--- src/rtl/hash_pkg.sv ---
// ---------------------------------------------------------------------------
// hash_pkg
// Shared definitions for the hash-table request path.
//   op_t      : 2-bit request opcode carried in the top bits of every word
//   OP_WIDTH  : width of the opcode field
// ---------------------------------------------------------------------------
package hash_pkg;

    localparam int OP_WIDTH = 2;

    typedef enum logic [OP_WIDTH-1:0] {
        OP_NOP    = 2'b00,
        OP_READ   = 2'b01,
        OP_WRITE  = 2'b10,
        OP_DELETE = 2'b11
    } op_t;

endpackage

--- src/rtl/hash_req_fifo.sv ---
// ---------------------------------------------------------------------------
// hash_req_fifo
// Single-clock FIFO buffering one requester channel. The head word is
// presented combinationally so the arbiter can pop it in the same cycle
// it is granted.
//   clk, reset : rising-edge clock, asynchronous active-low reset
//   i_push     : enqueue i_data (ignored while full)
//   i_pop      : dequeue head   (ignored while empty)
//   o_data     : current head word
//   o_full     : no free entry
//   o_empty    : no stored entry
// ---------------------------------------------------------------------------
module hash_req_fifo #(
    parameter int WIDTH = 64,
    parameter int DEPTH = 4
) (
    input  logic             clk,
    input  logic             reset,
    input  logic             i_push,
    input  logic [WIDTH-1:0] i_data,
    input  logic             i_pop,
    output logic [WIDTH-1:0] o_data,
    output logic             o_full,
    output logic             o_empty
);

    localparam int AW = $clog2(DEPTH);

    logic [WIDTH-1:0] r_mem [DEPTH];
    // One extra pointer bit distinguishes full from empty when the
    // address bits are equal.
    logic [AW:0]      r_wr_ptr;
    logic [AW:0]      r_rd_ptr;
    logic             w_do_push;
    logic             w_do_pop;

    assign o_empty   = (r_wr_ptr == r_rd_ptr);
    assign o_full    = (r_wr_ptr[AW] != r_rd_ptr[AW]) &&
                       (r_wr_ptr[AW-1:0] == r_rd_ptr[AW-1:0]);
    assign w_do_push = i_push & ~o_full;
    assign w_do_pop  = i_pop & ~o_empty;
    assign o_data    = r_mem[r_rd_ptr[AW-1:0]];

    // NOTE: storage is deliberately not reset; resetting the pointers makes
    // every stale entry unreachable, and leaving the array reset-free keeps
    // it mappable to plain RAM/flops without a reset tree.
    always_ff @(posedge clk) begin
        if (w_do_push) begin
            r_mem[r_wr_ptr[AW-1:0]] <= i_data;
        end
    end

    // NOTE: sequential state uses non-blocking assignments so every flop
    // samples pre-edge values regardless of statement order.
    always_ff @(posedge clk or negedge reset) begin
        if (!reset) begin
            r_wr_ptr <= '0;
            r_rd_ptr <= '0;
        end else begin
            // Independent pointer updates give a net-zero occupancy change
            // on a simultaneous push and pop.
            if (w_do_push) r_wr_ptr <= r_wr_ptr + (AW+1)'(1);
            if (w_do_pop)  r_rd_ptr <= r_rd_ptr + (AW+1)'(1);
        end
    end

endmodule

--- src/rtl/hash_req_arbiter.sv ---
// ---------------------------------------------------------------------------
// hash_req_arbiter
// Merges NUM_CHANNELS request streams toward a hash table. Each channel is
// buffered in its own FIFO; a round-robin arbiter pops one head per cycle
// into a single output register. Opcode statistics are kept in saturating
// counters.
//   clk, reset      : rising-edge clock, asynchronous active-low reset
//   data_i, valid_i : per-channel {op, key, data} request and valid
//   ready_o         : per-channel accept (FIFO not full, low in reset)
//   data_o, chan_o  : granted request and its source channel
//   valid_o,ready_i : output stream handshake
//   read_cnt, write_cnt, delete_cnt : output handshakes per opcode
//   drop_cnt        : accepted nop requests (discarded)
// ---------------------------------------------------------------------------
module hash_req_arbiter
    import hash_pkg::*;
#(
    parameter int KEY_WIDTH    = 32,
    parameter int DATA_WIDTH   = 30,
    parameter int NUM_CHANNELS = 4,
    parameter int FIFO_DEPTH   = 4,
    parameter int CNT_WIDTH    = 16
) (
    input  logic                                                 clk,
    input  logic                                                 reset,
    input  logic [NUM_CHANNELS*(2+KEY_WIDTH+DATA_WIDTH)-1:0]     data_i,
    input  logic [NUM_CHANNELS-1:0]                              valid_i,
    output logic [NUM_CHANNELS-1:0]                              ready_o,
    output logic [(2+KEY_WIDTH+DATA_WIDTH)-1:0]                  data_o,
    output logic [$clog2(NUM_CHANNELS)-1:0]                      chan_o,
    output logic                                                 valid_o,
    input  logic                                                 ready_i,
    output logic [CNT_WIDTH-1:0]                                 read_cnt,
    output logic [CNT_WIDTH-1:0]                                 write_cnt,
    output logic [CNT_WIDTH-1:0]                                 delete_cnt,
    output logic [CNT_WIDTH-1:0]                                 drop_cnt
);

    localparam int W  = OP_WIDTH + KEY_WIDTH + DATA_WIDTH;
    localparam int CW = $clog2(NUM_CHANNELS);
    // Headroom so up to 16 simultaneous drops can be added before clamping.
    localparam int SW = CNT_WIDTH + 5;
    localparam logic [SW-1:0] CNT_MAX = SW'({CNT_WIDTH{1'b1}});

    logic [W-1:0]            w_req   [NUM_CHANNELS];
    logic [W-1:0]            w_head  [NUM_CHANNELS];
    logic [CW-1:0]           w_cand  [NUM_CHANNELS];
    logic [NUM_CHANNELS-1:0] w_full;
    logic [NUM_CHANNELS-1:0] w_empty;
    logic [NUM_CHANNELS-1:0] w_accept;
    logic [NUM_CHANNELS-1:0] w_nop;
    logic [NUM_CHANNELS-1:0] w_push;
    logic [NUM_CHANNELS-1:0] w_pop;
    logic [4:0]              w_nop_count;
    logic [SW-1:0]           w_drop_sum;
    logic                    w_load;
    logic                    w_any;
    logic [CW-1:0]           w_grant;
    logic                    w_out_fire;
    op_t                     w_out_op;

    logic [W-1:0]            r_data;
    logic [CW-1:0]           r_chan;
    logic                    r_valid;
    logic [CW-1:0]           r_last_grant;
    logic [CNT_WIDTH-1:0]    r_read_cnt;
    logic [CNT_WIDTH-1:0]    r_write_cnt;
    logic [CNT_WIDTH-1:0]    r_delete_cnt;
    logic [CNT_WIDTH-1:0]    r_drop_cnt;

    // The output register can take a new word when empty or being drained.
    assign w_load = ~r_valid | ready_i;

    // ------------------------------------------------------------------
    // Per-channel intake and FIFOs
    // ------------------------------------------------------------------
    for (genvar c = 0; c < NUM_CHANNELS; c++) begin : g_chan
        assign w_req[c]    = data_i[c*W +: W];
        // Driven only from registered FIFO state (and reset), never from
        // valid_i/ready_i, so a full FIFO refuses even if popped this cycle.
        assign ready_o[c]  = reset & ~w_full[c];
        assign w_accept[c] = valid_i[c] & ready_o[c];
        assign w_nop[c]    = w_accept[c] &
                             (op_t'(w_req[c][W-1 -: OP_WIDTH]) == OP_NOP);
        assign w_push[c]   = w_accept[c] & ~w_nop[c];
        assign w_pop[c]    = w_load & w_any & (w_grant == CW'(c));
        // Search order: last_grant+1, last_grant+2, ... wrapping.
        assign w_cand[c]   = CW'((int'(r_last_grant) + c + 1) % NUM_CHANNELS);

        hash_req_fifo #(
            .WIDTH (W),
            .DEPTH (FIFO_DEPTH)
        ) u_fifo (
            .clk     (clk),
            .reset   (reset),
            .i_push  (w_push[c]),
            .i_data  (w_req[c]),
            .i_pop   (w_pop[c]),
            .o_data  (w_head[c]),
            .o_full  (w_full[c]),
            .o_empty (w_empty[c])
        );
    end

    // ------------------------------------------------------------------
    // Round-robin winner: first non-empty FIFO in candidate order
    // ------------------------------------------------------------------
    // NOTE: every variable written here gets a default first, so no path
    // through the block leaves it unassigned and no latch is inferred.
    always_comb begin
        w_any   = 1'b0;
        w_grant = '0;
        for (int i = 0; i < NUM_CHANNELS; i++) begin
            if (!w_any && !w_empty[w_cand[i]]) begin
                w_any   = 1'b1;
                w_grant = w_cand[i];
            end
        end
    end

    always_comb begin
        w_nop_count = '0;
        for (int i = 0; i < NUM_CHANNELS; i++) begin
            w_nop_count = w_nop_count + 5'(w_nop[i]);
        end
        w_drop_sum = SW'(r_drop_cnt) + SW'(w_nop_count);
    end

    // ------------------------------------------------------------------
    // Output register and grant pointer
    // ------------------------------------------------------------------
    always_ff @(posedge clk or negedge reset) begin
        if (!reset) begin
            r_valid      <= 1'b0;
            r_data       <= '0;
            r_chan       <= '0;
            r_last_grant <= CW'(NUM_CHANNELS - 1);
        end else if (w_load) begin
            r_valid <= w_any;
            // Data/channel are only rewritten on a grant, which also keeps
            // them stable under back-pressure.
            if (w_any) begin
                r_data       <= w_head[w_grant];
                r_chan       <= w_grant;
                r_last_grant <= w_grant;
            end
        end
    end

    // ------------------------------------------------------------------
    // Saturating statistics
    // ------------------------------------------------------------------
    assign w_out_fire = r_valid & ready_i;
    assign w_out_op   = op_t'(r_data[W-1 -: OP_WIDTH]);

    always_ff @(posedge clk or negedge reset) begin
        if (!reset) begin
            r_read_cnt   <= '0;
            r_write_cnt  <= '0;
            r_delete_cnt <= '0;
            r_drop_cnt   <= '0;
        end else begin
            r_drop_cnt <= (w_drop_sum > CNT_MAX) ? '1 : w_drop_sum[CNT_WIDTH-1:0];
            if (w_out_fire) begin
                case (w_out_op)
                    OP_READ: begin
                        if (r_read_cnt != '1) r_read_cnt <= r_read_cnt + CNT_WIDTH'(1);
                    end
                    OP_WRITE: begin
                        if (r_write_cnt != '1) r_write_cnt <= r_write_cnt + CNT_WIDTH'(1);
                    end
                    OP_DELETE: begin
                        if (r_delete_cnt != '1) r_delete_cnt <= r_delete_cnt + CNT_WIDTH'(1);
                    end
                    default: begin
                        // Nops never reach the output register.
                    end
                endcase
            end
        end
    end

    assign data_o     = r_data;
    assign chan_o     = r_chan;
    assign valid_o    = r_valid;
    assign read_cnt   = r_read_cnt;
    assign write_cnt  = r_write_cnt;
    assign delete_cnt = r_delete_cnt;
    assign drop_cnt   = r_drop_cnt;

endmodule

--- config.mk ---
export PLATFORM = sky130hd
export DESIGN_NAME = hash_req_arbiter
export DESIGN_NICKNAME = d
export VERILOG_FILES = /design/src/rtl/hash_pkg.sv /design/src/rtl/hash_req_fifo.sv /design/src/rtl/hash_req_arbiter.sv
export SDC_FILE = /design/constraint.sdc
export NUM_CORES = 1
export LEC_CHECK = 0
export ABC_AREA = 0
export CAP_MARGIN = 5
export CORE_MARGIN = 2
export CORE_UTILIZATION = 42
export DETAILED_ROUTE_END_ITERATION = 8
export SYNTH_ARGS = -nofsm -noshare
export SYNTH_HDL_FRONTEND = slang
export SYNTH_SLANG_ARGS = --single-unit
--- constraint.sdc ---
create_clock -name clk -period 4.2 [get_ports clk]
set_input_delay 0.63 -clock clk [delete_from_list [all_inputs] [get_ports clk]]
set_output_delay 0.63 -clock clk [all_outputs]
set_load 0.01 [all_outputs]
Word level (Yosys, flattened, before mapping):

Memories as Yosys holds them, arrays and structs flattened.
Index checks and enable logic that the tools add are counted.

* register bits after elaboration: 157
* bits in writable memories: 1024
* input port bits: 263
* output and inout port bits: 135
* logic and storage cells: 162
* memories kept: 4

Memory list
* g_chan[0].u_fifo.r_mem: words 4, width 64, rd ports 1, clocked after Yosys merged registers in 0, wr ports 1, RTL line hash_req_fifo.sv:29 `logic [WIDTH-1:0] r_mem [DEPTH];`
* g_chan[1].u_fifo.r_mem: words 4, width 64, rd ports 1, clocked after Yosys merged registers in 0, wr ports 1, RTL line hash_req_fifo.sv:29
* g_chan[2].u_fifo.r_mem: words 4, width 64, rd ports 1, clocked after Yosys merged registers in 0, wr ports 1, RTL line hash_req_fifo.sv:29
* g_chan[3].u_fifo.r_mem: words 4, width 64, rd ports 1, clocked after Yosys merged registers in 0, wr ports 1, RTL line hash_req_fifo.sv:29

* add/sub/neg operators: 21
* $lt $le $gt $ge: 6
* equality and inequality tests: 21
* mux-type cells: 28
* bitwise gates (word level): 45
* reduce and logical (&&, ||, !) cells: 21

Operator list (count)
* $bmux W64 S2: 1
* $mux W64: 2
* $add A16 B1 Y16 const B: 3
* $ne A16 B16 Y1 const B: 3
* $and A1 B1 Y1: 30
* $add A3 B1 Y3 const B: 8
* $add A16 B4 Y17: 1
* $gt A17 B16 Y1 const B: 1
* $mux W1: 16
* $mux W16: 1
* $not A1 Y1: 13
* $eq A3 B3 Y1: 4
* $lt A2 B3 Y1 const B: 4
* $logic_not A2 Y1: 5
* $reduce_and A3 Y1: 3
* $add A2 B1 Y2 const B: 4
* $bmux W1 S2: 4
* $eq A2 B2 Y1: 4
* $eq A2 B2 Y1 const B: 4
* $mux W2: 4
* $logic_and A1 B1 Y1: 7
* $logic_not A1 Y1: 5
* $add A2 B2 Y2 const B: 2
* $add A3 B1 Y4: 1
* other kinds (8): 12

Logic depth before layout (Yosys ltp):

Gate-level depths: netlist of the first run.

* depth in word-level cells: 17
* gate-level depth with buffers: 11

Modules after synthesis:

Synthesis of the first run repeated with hierarchy kept, for this count alone.

* cells, all modules: 2226
* area total of the unflattened synthesis: 46330.7 um^2

By module, submodules not included
* hash_req_fifo (g_chan[0].u_fifo ...): instances 3, cells an instance 384, area each 9731.8 um^2, sequential area each 7837.5 um^2
* hash_req_fifo (g_chan[1].u_fifo): instances 1, cells an instance 386, area each 9730.6 um^2, sequential area each 7837.5 um^2
* hash_req_arbiter: instances 1, cells an instance 688, area each 7404.6 um^2, sequential area each 3330.7 um^2

Worst setup path after synthesis of the first run:

No wires, ideal clock.

* path kind: input port to flip-flop
* from: input reset
* to: memory g_chan[2].u_fifo.r_mem[3][0] (enable)
* data arrival time: 2.936 ns
* required time: 3.770 ns
* slack: 0.834 ns
* stages on the path: 5
* path buffers: 0
* cells stage by stage: inv_1 > a31oi_1 > nand2_1 > nor2_1 > and2_1

* longest elaborated chain between the ends: 8

Ends and longest elaborated chain
* from (decl): RTL line hash_req_arbiter.sv:25 `input logic reset,`
* $and A1 B1 Y1 *: RTL line hash_req_arbiter.sv:81 `assign ready_o[c] = reset & ~w_full[c];`
* net ready_o[2]: RTL line hash_req_arbiter.sv:28 `output logic [NUM_CHANNELS-1:0] ready_o,`
* $and A1 B1 Y1 *: RTL line hash_req_arbiter.sv:82 `assign w_accept[c] = valid_i[c] & ready_o[c];`
* $and A1 B1 Y1: RTL line hash_req_arbiter.sv:83 `assign w_nop[c] = w_accept[c] &`
* $not A1 Y1: RTL line hash_req_arbiter.sv:85 `assign w_push[c] = w_accept[c] & ~w_nop[c];`
* $and A1 B1 Y1 *: RTL line hash_req_arbiter.sv:85
* $and A1 B1 Y1 *: RTL line hash_req_fifo.sv:40 `assign w_do_push = i_push & ~o_full;`
* $mux W1 *: RTL line hash_req_fifo.sv:48 `if (w_do_push) begin`
* $mux W1 (not written as such) *: RTL line hash_req_fifo.sv:49 `r_mem[r_wr_ptr[AW-1:0]] <= i_data;`
* to (decl): RTL line hash_req_fifo.sv:29

Mark *: on every way through the listed nets, which the timed path passes. The rest lies on a longest branch.

Worst setup path in the final report of the first run:

* from: register g_chan[0].u_fifo.r_rd_ptr[1]
* to: register r_drop_cnt[8], in the netlist drop_cnt[8]

* longest elaborated chain between the ends: 12

Ends and longest elaborated chain
* from (decl): RTL line hash_req_fifo.sv:33 `logic [AW:0] r_rd_ptr;`
* from (signal assigned): RTL line hash_req_fifo.sv:63 `if (w_do_pop) r_rd_ptr <= r_rd_ptr + (AW+1)'(1);`
* $eq A2 B2 Y1 *: RTL line hash_req_fifo.sv:39 `(r_wr_ptr[AW-1:0] == r_rd_ptr[AW-1:0]);`
* $logic_and A1 B1 Y1 *: RTL line hash_req_fifo.sv:38 `assign o_full = (r_wr_ptr[AW] != r_rd_ptr[AW]) &&`
* $not A1 Y1 *: RTL line hash_req_arbiter.sv:81
* $and A1 B1 Y1 *: RTL line hash_req_arbiter.sv:81
* $and A1 B1 Y1 *: RTL line hash_req_arbiter.sv:82
* $and A1 B1 Y1 *: RTL line hash_req_arbiter.sv:83
* $add A1 B1 Y2 *: RTL line hash_req_arbiter.sv:124 `w_nop_count = w_nop_count + 5'(w_nop[i]);`
* $add A2 B1 Y3 *: RTL line hash_req_arbiter.sv:124
* $add A3 B1 Y4 *: RTL line hash_req_arbiter.sv:124
* $add A16 B4 Y17 *: RTL line hash_req_arbiter.sv:126 `w_drop_sum = SW'(r_drop_cnt) + SW'(w_nop_count);`
* $gt A17 B16 Y1: RTL line hash_req_arbiter.sv:163 `r_drop_cnt <= (w_drop_sum > CNT_MAX) ? '1 : w_drop_sum[CNT_WIDTH-1:0];`
* $mux W16 *: RTL line hash_req_arbiter.sv:163
* to (signal assigned): RTL line hash_req_arbiter.sv:163
* to (decl): RTL line hash_req_arbiter.sv:69 `logic [CNT_WIDTH-1:0] r_drop_cnt;`

Mark *: on every way between the ends. The rest lies on a longest branch, timed or not.
A chain may end at the register's enable or synchronous reset.

==> results of run 1 <==
## flip-flops by register name, summed over array words and instances, names as in the netlist, 12 cells and up
signal                  cells
g_chan.u_fifo.r_mem      1024
read_cnt                   16
delete_cnt                 16
g_chan.u_fifo.r_rd_ptr     12
data_o                     64
write_cnt                  16
g_chan.u_fifo.r_wr_ptr     12
drop_cnt                   16
## cell type report
cell class	count	area, sq um	area share
Clock inverter	66	657	0.0117
Multi-Input combinational cell	906	10700	0.191
Inverter	17	63.8	0.00114
Clock buffer	161	3310	0.0591
Sequential cell	1181	34700	0.621
Antenna cell	8	20.0	0.000358
Timing Repair Buffer	463	4710	0.0842
Tap cell	1414	1770	0.0316
## cell families after synthesis
| group | count (synthesis) | synth area share |
|---|---|---|
| flops | 1181 | 0.756 |
| mux | 330 | 0.144 |
| simple gates | 247 | 0.0278 |
| compound gates | 217 | 0.0356 |
| buf+inv | 140 | 0.0128 |
| xor+xnor | 85 | 0.0162 |
| fa+ha+maj | 27 | 0.00785 |
## layer usage
layer / up-vias / GRT usage
met5: - / 0
met4: 52 / 0.0565
met3: 169 / 0.0542
met2: 761 / 0.329
met1: 12607 / 0.287
li1: 10157 / -
## synthesized netlist by cell type (2+ instances only)
cell / instances / share of area
sky130_fd_sc_hd__ha_1: 24 / 0.0065
sky130_fd_sc_hd__dfstp_2: 2 / 0.0011
sky130_fd_sc_hd__buf_6: 3 / 0.00074
sky130_fd_sc_hd__xor2_1: 33 / 0.0063
sky130_fd_sc_hd__nor3_2: 2 / 0.00044
sky130_fd_sc_hd__buf_4: 4 / 0.00065
sky130_fd_sc_hd__nand2_1: 56 / 0.0046
sky130_fd_sc_hd__mux2_2: 28 / 0.0069
sky130_fd_sc_hd__nor2_1: 24 / 0.0020
sky130_fd_sc_hd__o21ai_0: 71 / 0.0077
sky130_fd_sc_hd__and4_1: 6 / 0.0011
sky130_fd_sc_hd__a41oi_1: 2 / 0.00038
sky130_fd_sc_hd__nand2b_1: 5 / 0.00068
sky130_fd_sc_hd__dfrtp_1: 155 / 0.085
sky130_fd_sc_hd__clkbuf_1: 75 / 0.0061
sky130_fd_sc_hd__nor3_1: 6 / 0.00065
sky130_fd_sc_hd__edfxtp_1: 1024 / 0.67
sky130_fd_sc_hd__buf_1: 21 / 0.0017
sky130_fd_sc_hd__a221o_1: 64 / 0.014
sky130_fd_sc_hd__inv_1: 17 / 0.0014
sky130_fd_sc_hd__fa_1: 3 / 0.0013
sky130_fd_sc_hd__nand3_1: 85 / 0.0093
sky130_fd_sc_hd__nand4_1: 21 / 0.0029
sky130_fd_sc_hd__a211oi_1: 64 / 0.010
sky130_fd_sc_hd__a311o_1: 2 / 0.00044
sky130_fd_sc_hd__and3_1: 10 / 0.0014
sky130_fd_sc_hd__mux4_2: 256 / 0.13
sky130_fd_sc_hd__buf_2: 20 / 0.0022
sky130_fd_sc_hd__or3_1: 3 / 0.00041
sky130_fd_sc_hd__mux2_1: 45 / 0.011
sky130_fd_sc_hd__xnor2_1: 52 / 0.0099
sky130_fd_sc_hd__a31oi_1: 4 / 0.00055
sky130_fd_sc_hd__nor4b_2: 2 / 0.00065
sky130_fd_sc_hd__and2_1: 21 / 0.0029
## how the worst max path moves through the flow
| stage | endpoint | cells past startpoint | slack, ns |
|---|---|---|---|
| 2_1_floorplan | g_chan[2].u_fifo.r_mem[3][0] | 5 | 0.83 |
| 3_3_place_gp | drop_cnt[8] | 8 | 0.39 |
| 3_5_place_dp | drop_cnt[8] | 8 | 0.27 |
| 4_1_cts | drop_cnt[8] | 10 | 0.47 |
| 5_1_grt | drop_cnt[0] | 9 | 0.09 |
| 6_report | drop_cnt[8] | 10 | 0.46 |
## power by group through the flow
| stage | sequential, mW | clock, mW | combinational [mW] |
|---|---|---|---|
| after floorplan | 15.2 | 0 | 7.81 |
| after global placement | 15.2 | 0 | 13.0 |
| after detailed placement | 15.3 | 0 | 13.1 |
| after CTS | 15.0 | 10.8 | 13.2 |
| after global routing | 15.2 | 11.3 | 13.8 |
| final | 15.0 | 10.6 | 13.0 |
## stage by stage
step                setup slack, ns  std cells
floorplan                     0.834       2227
global placement              0.389       3981
detailed placement            0.268       3981
CTS                           0.471       4208
global route                 0.0851       4215
finish                        0.460       4216
==> results.py, run 1 <==
metrics = {
    "sta": {
        "slew_violations": 0,
        "grt_setup_unrepaired": "no",
        "worst_pin_slew_ns": 1.10,
        "worst_clock_skew_ns": 0.0461,
        "share_of_the_clock_period_used_by_the_worst_path_after_layout": 0.890,
        "totalNegativeSetupSlack_ns": 0,
        "final_hold_viol_count": 0,
        "report.final.setup_viol": 0,
        "max_freq_mhz": 267,
        "whs_ns": 0.0726,
        "min_period_ns": 3.74,
        "slew_headroom": 0.267,
    },
    "route": {
        "met2_length_mm": 56.3,
        "drt_first_iter_violations": 2082,
        "wl_met3_mm": 8.97,
        "vias": 23746,
        "overall_routed_net_length_mm": 117,
        "firstDrtPassIters": 5,
        "detail_route.vias_per_cell": 5.63,
        "dr.max_layer_used": "met5",
        "postRouteAntennaNets": 0,
        "wl_per_cell_microns": 27.7,
        "route.detailed.drc": 0,
        "drt-met1-wl_mm": 49.0,
    },
    "pwr": {
        "share_comb_of_total_power": 0.336,
        "vdd_ir_drop_max_v": 0.000562,
        "clkPwrFrac": 0.274,
        "sequentialPowerShare": 0.390,
        "total_switching_power_mw": 12.5,
        "cellLeakagePower_nw": 18.5,
        "p_int_mw": 26.1,
        "power_density_nw_per_um2": 689,
        "p_sw_frac": 0.323,
        "total_power_draw_mw": 38.6,
    },
    "worst_setup_path": {
        "timing.critical_path.mode_cell": "sky130_fd_sc_hd__fa_1",
        "critical_path.endpoint_type": "flip-flop",
        "cpLargestDelayFamily": "adder cells",
        "worst-endpoint-arrival_ns": 4.32,
        "timing.critical_path.slowest_stage_cell": "sky130_fd_sc_hd__dfrtp_4",
        "ff2ff_setup_slack_ns": 0.46,
        "crit_path_cell_trace": "xor2_1 -> o31a_1 -> nand3_1 -> fa_1 -> inv_1 -> fa_1 -> fa_1 -> nand4_1 -> or3_1 -> o21ai_0",
        "critPathBufInv": 1,
        "worstPathMaxFanout": 13,
        "worstReg2RegEnd": "drop_cnt[8]",
        "worstPathRequired_ns": 4.78,
        "worstSetupStartpoint": "g_chan[0].u_fifo.r_rd_ptr[1]",
        "critical_path.reg2reg.startpoint": "g_chan[0].u_fifo.r_rd_ptr[1]",
        "critPathLaunchType": "flip-flop",
        "rr_worst_depth": 10,
        "critPathMaxStageDelay_ns": 0.58,
        "crit_type": "reg2reg",
    },
    "clock_network": {
        "ctsResizeCount": 0,
        "clkSlewWorstSetupHoldPaths_ns": 0.06,
        "cts.root.buffer_cell": "sky130_fd_sc_hd__clkbuf_16",
        "insertion_delay_ns": 0.73,
        "cts_buffer_depth": 3,
        "tritoncts.num_buffers": 119,
        "tritoncts": "built",
        "cts_sinks": 1181,
        "cts.htree.levels": 3,
        "post-cts-setup-buffers": 0,
        "cts_hold_buffers": 0,
    },
    "floorplanning": {
        "core_rows": 121,
        "num_io_pins": 398,
        "design.core.area_sq_um": 109000,
        "initial_util": 0.423,
        "dieArea_sq_um": 112000,
        "chip_height_microns": 335,
        "floorplan.die.width_microns": 335,
    },
    "final_layout": {
        "finish.net_count": 2978,
        "util_after_layout": 0.515,
        "final_area_sq_um": 55900,
        "layout_commonest_cell": "sky130_fd_sc_hd__edfxtp_1",
        "fillerInstances": 8518,
        "mostFrequentLayoutCells": "sky130_fd_sc_hd__edfxtp_1 (1024), sky130_fd_sc_hd__clkdlybuf4s50_1 (396), sky130_fd_sc_hd__mux4_2 (256), sky130_fd_sc_hd__dfrtp_1 (147), sky130_fd_sc_hd__clkbuf_16 (121)",
        "syn2layout_area_growth_pct": 21.9,
        "post_route_cells_drive_above_1_share": 0.206,
    },
    "global_route": {
        "track_usage": 0.208,
        "grt_max_degree": 99,
        "remaining_global_route_overflow": 0,
        "global_route_wire_length_before_repair_mm": 169,
        "first_global_vias": 24211,
        "number_of_antenna_violations_at_the_first_check_in_global_routing": 36,
    },
    "min_path": {
        "hold_class": "in2async",
    },
    "run": {
        "max_cap_violations": 0,
    },
    "yosys": {
        "synth.net_count": 2517,
        "number_of_synthesized_flops_with_an_enable_pin": 1024,
        "netlist_area_sq_um": 45900,
        "synthesis.yosys.warnings": 0,
        "postSynthRegisterBits": 1181,
        "synth_sequential_area_ratio": 0.756,
        "syn_avg_cell_area_sq_um": 20.6,
        "synthArstFlopShare": 0.133,
        "netlist-cell-type-count": 51,
        "dominant_register_cell_in_the_synthesized_netlist": "sky130_fd_sc_hd__edfxtp_1",
        "synth_cells": 2227,
    },
    "status": {
        "status": "completed",
    },
    "place": {
        "dpl-instance-area_sq_um": 52000,
        "place_congestion": 0.824,
        "detailed_place_hpwl_mm": 75.9,
        "placement.io_buffers": 397,
    },
}
(Power assumes the default switching activity.)
==> run 2: changes to the inputs <==
==> constraint.sdc (replaced) <==
create_clock -name clk -period 3.35 [get_ports clk]
set_input_delay 0.8375 -clock clk [delete_from_list [all_inputs] [get_ports clk]]
set_output_delay 0.8375 -clock clk [all_outputs]
set_load 0.01 [all_outputs]
==> run 2 against run 1 <==
  * Wire length is 0.81% higher
  * Sequential power is 26% higher
  * Clock power is 29% higher
  * Non-clock buffer count is 64 higher
  * Setup slack worse by 0.34 ns
  * Final cell count is 1.7% higher
  * Core utilization is 0.98 points higher
  * Sequential share of layout area is 1.2 points lower
  * Count of clock-buffer cells in the layout is 12 higher
  * Register-to-register slack worse by 0.34 ns
  * Global-route usage is 0.23 points higher
  * Clock skew is 0.018 ns lower
  * Largest cell class unchanged
  * Highest routed layer unchanged
==> results.py, run 2 (synthesis results as in run 1) <==
metrics = {
    "status": {
        "status": "completed",
    },
    "final_layout": {
        "finish.net_count": 3043,
        "util_after_layout": 0.525,
        "syn2layout_area_growth_pct": 24.2,
        "final_area_sq_um": 57000,
        "mostFrequentLayoutCells": "sky130_fd_sc_hd__edfxtp_1 (1024), sky130_fd_sc_hd__clkdlybuf4s50_1 (394), sky130_fd_sc_hd__mux4_2 (256), sky130_fd_sc_hd__dfrtp_1 (147), sky130_fd_sc_hd__clkbuf_16 (122)",
        "largest_register_ff_count": 1024,
        "layout_commonest_cell": "sky130_fd_sc_hd__edfxtp_1",
        "post_route_cells_drive_above_1_share": 0.230,
    },
    "clock_network": {
        "cts.htree.levels": 3,
        "cts_hold_buffers": 0,
        "insertion_delay_ns": 0.71,
        "cts_sinks": 1181,
        "cts.root.buffer_cell": "sky130_fd_sc_hd__clkbuf_16",
        "tritoncts": "built",
        "clkSlewWorstSetupHoldPaths_ns": 0.06,
        "cts_buffer_depth": 3,
        "tritoncts.num_buffers": 120,
    },
    "worst_setup_path": {
        "critPathLaunchType": "flip-flop",
        "worst-endpoint-arrival_ns": 3.83,
        "worstPathRequired_ns": 3.94,
        "crit_type": "reg2reg",
        "critical_path.endpoint_type": "flip-flop",
        "worstPathMaxFanout": 4,
    },
    "floorplanning": {
        "initial_util": 0.423,
        "num_io_pins": 398,
        "chip_height_microns": 335,
        "floorplan.die.width_microns": 335,
        "dieArea_sq_um": 112000,
        "core_rows": 121,
        "design.core.area_sq_um": 109000,
    },
    "place": {
        "post-place-ws_ns": -0.660,
        "place_congestion": 0.824,
        "detailed_place_hpwl_mm": 77.5,
        "dpl-instance-area_sq_um": 52800,
        "placement.io_buffers": 397,
    },
    "pwr": {
        "total_power_draw_mw": 49.4,
        "p_sw_frac": 0.315,
        "vdd_ir_drop_max_v": 0.000843,
        "clkPwrFrac": 0.277,
        "p_int_mw": 33.9,
        "power_density_nw_per_um2": 867,
        "share_comb_of_total_power": 0.341,
        "sequentialPowerShare": 0.382,
        "cellLeakagePower_nw": 19.0,
        "total_switching_power_mw": 15.6,
    },
    "route": {
        "detail_route.vias_per_cell": 5.60,
        "drt_first_iter_violations": 1905,
        "postRouteAntennaNets": 0,
        "overall_routed_net_length_mm": 118,
        "firstDrtPassIters": 6,
        "vias": 24009,
        "route.detailed.drc": 0,
        "wl_per_cell_microns": 27.4,
    },
    "sta": {
        "slew_headroom": 0.235,
        "worst_clock_skew_ns": 0.0281,
        "share_of_the_clock_period_used_by_the_worst_path_after_layout": 0.965,
        "slew_violations": 0,
        "timing.final.ws_setup_ns": 0.117,
        "min_period_ns": 3.23,
        "totalNegativeSetupSlack_ns": 0,
        "final_hold_viol_count": 0,
        "report.final.setup_viol": 0,
        "worst_pin_slew_ns": 1.15,
        "grt_setup_unrepaired": "no",
        "max_freq_mhz": 309,
    },
    "global_route": {
        "grt_max_degree": 67,
        "remaining_global_route_overflow": 0,
        "number_of_antenna_violations_at_the_first_check_in_global_routing": 33,
        "first_global_vias": 24806,
        "global_route_wire_length_before_repair_mm": 171,
        "track_usage": 0.210,
    },
    "run": {
        "max_cap_violations": 0,
    },
    "min_path": {
        "hold_class": "in2async",
    },
}
run 2: cell types whose count changed in the layout (fill, tap and decap cells not counted), sizes merged:
cell / change
diode: +5
clkinv: -15
buf: +65
inv: -3
bufinv: +4
clkdlybuf4s50: -2
clkbuf: +13
clkinvlp: +3
run 2: final timing paths:
path | from | to | slack (ns) | depth (start not counted)
max in group asynchronous | reset | g_chan[2].u_fifo.r_rd_ptr[0] | 1.85 | 3
worst max register to register | g_chan[2].u_fifo.r_rd_ptr[0] | drop_cnt[14] | 0.12 | 13
worst min register to register | chan_o[1] | chan_o[1] | 0.49 | 2
worst max-delay path | g_chan[2].u_fifo.r_rd_ptr[0] | drop_cnt[14] | 0.12 | 13
worst min-delay path | reset | write_cnt[4] | 0.29 | 2
min in group clk | chan_o[1] | chan_o[1] | 0.49 | 2
run 2: critical path, stage by stage, from the launching register on:
cell and delay (ns):
sky130_fd_sc_hd__dfrtp_4 0.49, sky130_fd_sc_hd__xnor2_1 0.16, sky130_fd_sc_hd__a31oi_2 0.19, sky130_fd_sc_hd__buf_4 0.17
sky130_fd_sc_hd__nand3_1 0.11, sky130_fd_sc_hd__fa_1 0.52, sky130_fd_sc_hd__inv_1 0.05, sky130_fd_sc_hd__fa_2 0.35
sky130_fd_sc_hd__fa_2 0.39, sky130_fd_sc_hd__nand4_1 0.13, sky130_fd_sc_hd__buf_4 0.13, sky130_fd_sc_hd__nor2_1 0.04
sky130_fd_sc_hd__nand2_1 0.07, sky130_fd_sc_hd__mux2_2 0.32
run 2: through the flow:
stage | std cells | hold slack, ns
global placement | 4043 | 0.473
finish | 4286 | 0.294
detailed placement | 4043 | 0.479
global route | 4284 | 0.317
floorplan | 2227 | 0.460
CTS | 4272 | 0.274
run 2: metal layers:
layer / vias up / share of wire / track usage
li1: 10303 / - / -
met1: 12742 / 0.42 / 0.285
met2: 771 / 0.49 / 0.338
met3: 159 / 0.075 / 0.0541
met4: 34 / 0.017 / 0.0580
met5: - / 0.0017 / 0
run 2: layout make-up:
cell class,count,area [sq um]
diodes,13,32.5
clock buffers,173,3490
well taps,1414,1770
flip-flops and latches,1181,34700
clock inverters,55,629
inverters,17,63.8
multi-input cells,906,10700
repair buffers,527,5560
fillers,8477,51600
run 2: what timing repair did:
action                                 CTS  global route
gates resized for setup                  2             3
setup buffers                            1             1
endpoints found under the hold margin    0             0
setup endpoints to repair               14             2
pin swaps                                1             3
run 2: power groups by stage:
| stage | Sequential (mW) | Combinational (mW) | Clock, mW |
|---|---|---|---|
| 2_1_floorplan | 19.1 | 9.80 | 0 |
| 3_3_place_gp | 19.1 | 16.9 | 0 |
| 3_5_place_dp | 19.2 | 17.0 | 0 |
| 4_1_cts | 18.9 | 17.1 | 14.0 |
| 5_1_grt | 19.0 | 18.0 | 14.6 |
| 6_report | 18.9 | 16.9 | 13.7 |
==> RTL edit (settings of run 1) <==
Set the parameter `KEY_WIDTH` to 16 (it was 32).
--- a/src/rtl/hash_req_arbiter.sv
+++ b/src/rtl/hash_req_arbiter.sv
@@ -15,7 +15,7 @@
 module hash_req_arbiter
     import hash_pkg::*;
 #(
-    parameter int KEY_WIDTH    = 32,
+    parameter int KEY_WIDTH    = 16,
     parameter int DATA_WIDTH   = 30,
     parameter int NUM_CHANNELS = 4,
     parameter int FIFO_DEPTH   = 4,
Interface: changed (resized data_i and data_o); port bits go from 398 to 318. No check against the original RTL was run, so the function may have changed too.
==> RTL edit against run 1 <==
Maximum frequency up 0.36%; total power decreased by 21%; sequential cell count fell by 272; setup slack gained 0.013 ns; area after synthesis fell by 22%; clock power fell by 17%; highest routed layer unchanged; cell area decreased by 22%; wire length fell by 22%.
==> RTL edit: results (changes against run 1) <==
detailed_routing:
  wl_met1_mm: 35.78  # was 48.96 mm
  first_pass_iters: 6  # was 5
  vias: 18526  # was 23,746
  wire_per_inst_um: 26.86  # was 27.67 µm
  dr_wl_met2_mm: 45.88  # was 56.32 mm
  detail_route.wirelength_mm: 90.55  # was 116.7 mm
grt:
  grt.total_usage_pct: 20.96  # was 20.78%
  grt_pass1_wl_mm: 131.7  # was 168.6 mm
  grt_max_degree: 142  # was 99
critical_path:
  reg2reg_depth: 12  # was 10
  critPathLaunch: "g_chan[0].u_fifo.r_rd_ptr[0]"  # was g_chan[0].u_fifo.r_rd_ptr[1]
  rr_endpoint: "drop_cnt[4]"  # was drop_cnt[8]
finish:
  nClkBuffers: 139  # was 161
  antenna_cells: 3  # was 8
  largest_reg_flops: 768  # was 1,024
  n_all_buffers: 366  # was 463
  nFillCells: 6550  # was 8,518
  clkCellAreaFrac_pct: 7.569  # was 7.088%
  seq_share_pct: 60.85  # was 62.05%
  design.seq.count: 909  # was 1,181
  bufAreaShareNonClock_pct: 8.631  # was 8.417%
  layout-drive-gt1-share_pct: 19.61  # was 20.58%
  regArea_um2: 26610  # was 34,710 µm²
  finalNetCount: 2377  # was 2,978
power:
  leakage_nw: 14.74  # was 18.49 nW
  ir_drop_uv: 829.8  # was 561.6 µV
  clk-power_w: 0.00877  # was 0.0106 W
  p_sw_w: 0.009589  # was 0.01246 W
yosys:
  synth-adder-area-share_pct: 1.013  # was 0.7854%
  ys_async_sr_fraction_pct: 15.51  # was 13.29%
  synth-compound-area-share_pct: 3.525  # was 3.561%
  synth_common_cells: "edfxtp_1 (768), mux4_2 (192), dfrtp_1 (139)"  # was edfxtp_1 (1,024), mux4_2 (256), dfrtp_1 (155)
  syn_nets: 2004  # was 2,517
  synth_xor_area_share_pct: 2.160  # was 1.623%
  yosysSeqAreaShare_pct: 74.78  # was 75.59%
  ys_types: 55  # was 51
  syn-mean-instance-area_um2: 20.00  # was 20.60 µm²
clocking:
  cts_buffers: 97  # was 119
  clk_latency_ns: 0.65  # was 0.73 ns
timing:
  whs_ns: 0.2153  # was 0.07257 ns
  maxSlewHeadroom_pct: 31.39  # was 26.68%
  finalClockSkew_ns: 0.01774  # was 0.04610 ns
status:
  outcome: "finished, final reports clean"  # unchanged
==> RTL edit: changes by cell type in the layout (fill, tap and decap cells not counted), moves of 17 or more <==
cell | run 1 | this run
mux4_2 | 256 | 192
a211oi_1 | 64 | 1
edfxtp_1 | 1024 | 768
and2_4 | 17 | 0
clkbuf_16 | 121 | 100
buf_4 | 47 | 30
clkdlybuf4s50_1 | 396 | 316
a21oi_1 | 0 | 56
==> RTL edit: routing by layer <==
layer  vias to the layer above  global-route usage [%]
li1                       8011                       -
met1                      9728                   26.88
met2                       624                   35.48
met3                       135                   5.435
met4                        28                   5.712
met5                         -                       0
==> RTL edit: stage by stage <==
stage                     power, W  utilization (%)  setup WS (ns)
final                      0.03029            52.26         0.4734
after floorplan            0.01785                -         0.8728
after CTS                  0.03071            52.23         0.2982
after detailed placement   0.02191            48.27        0.08588
after global placement     0.02177            48.27         0.1556
after global routing       0.03166            52.26        0.09858
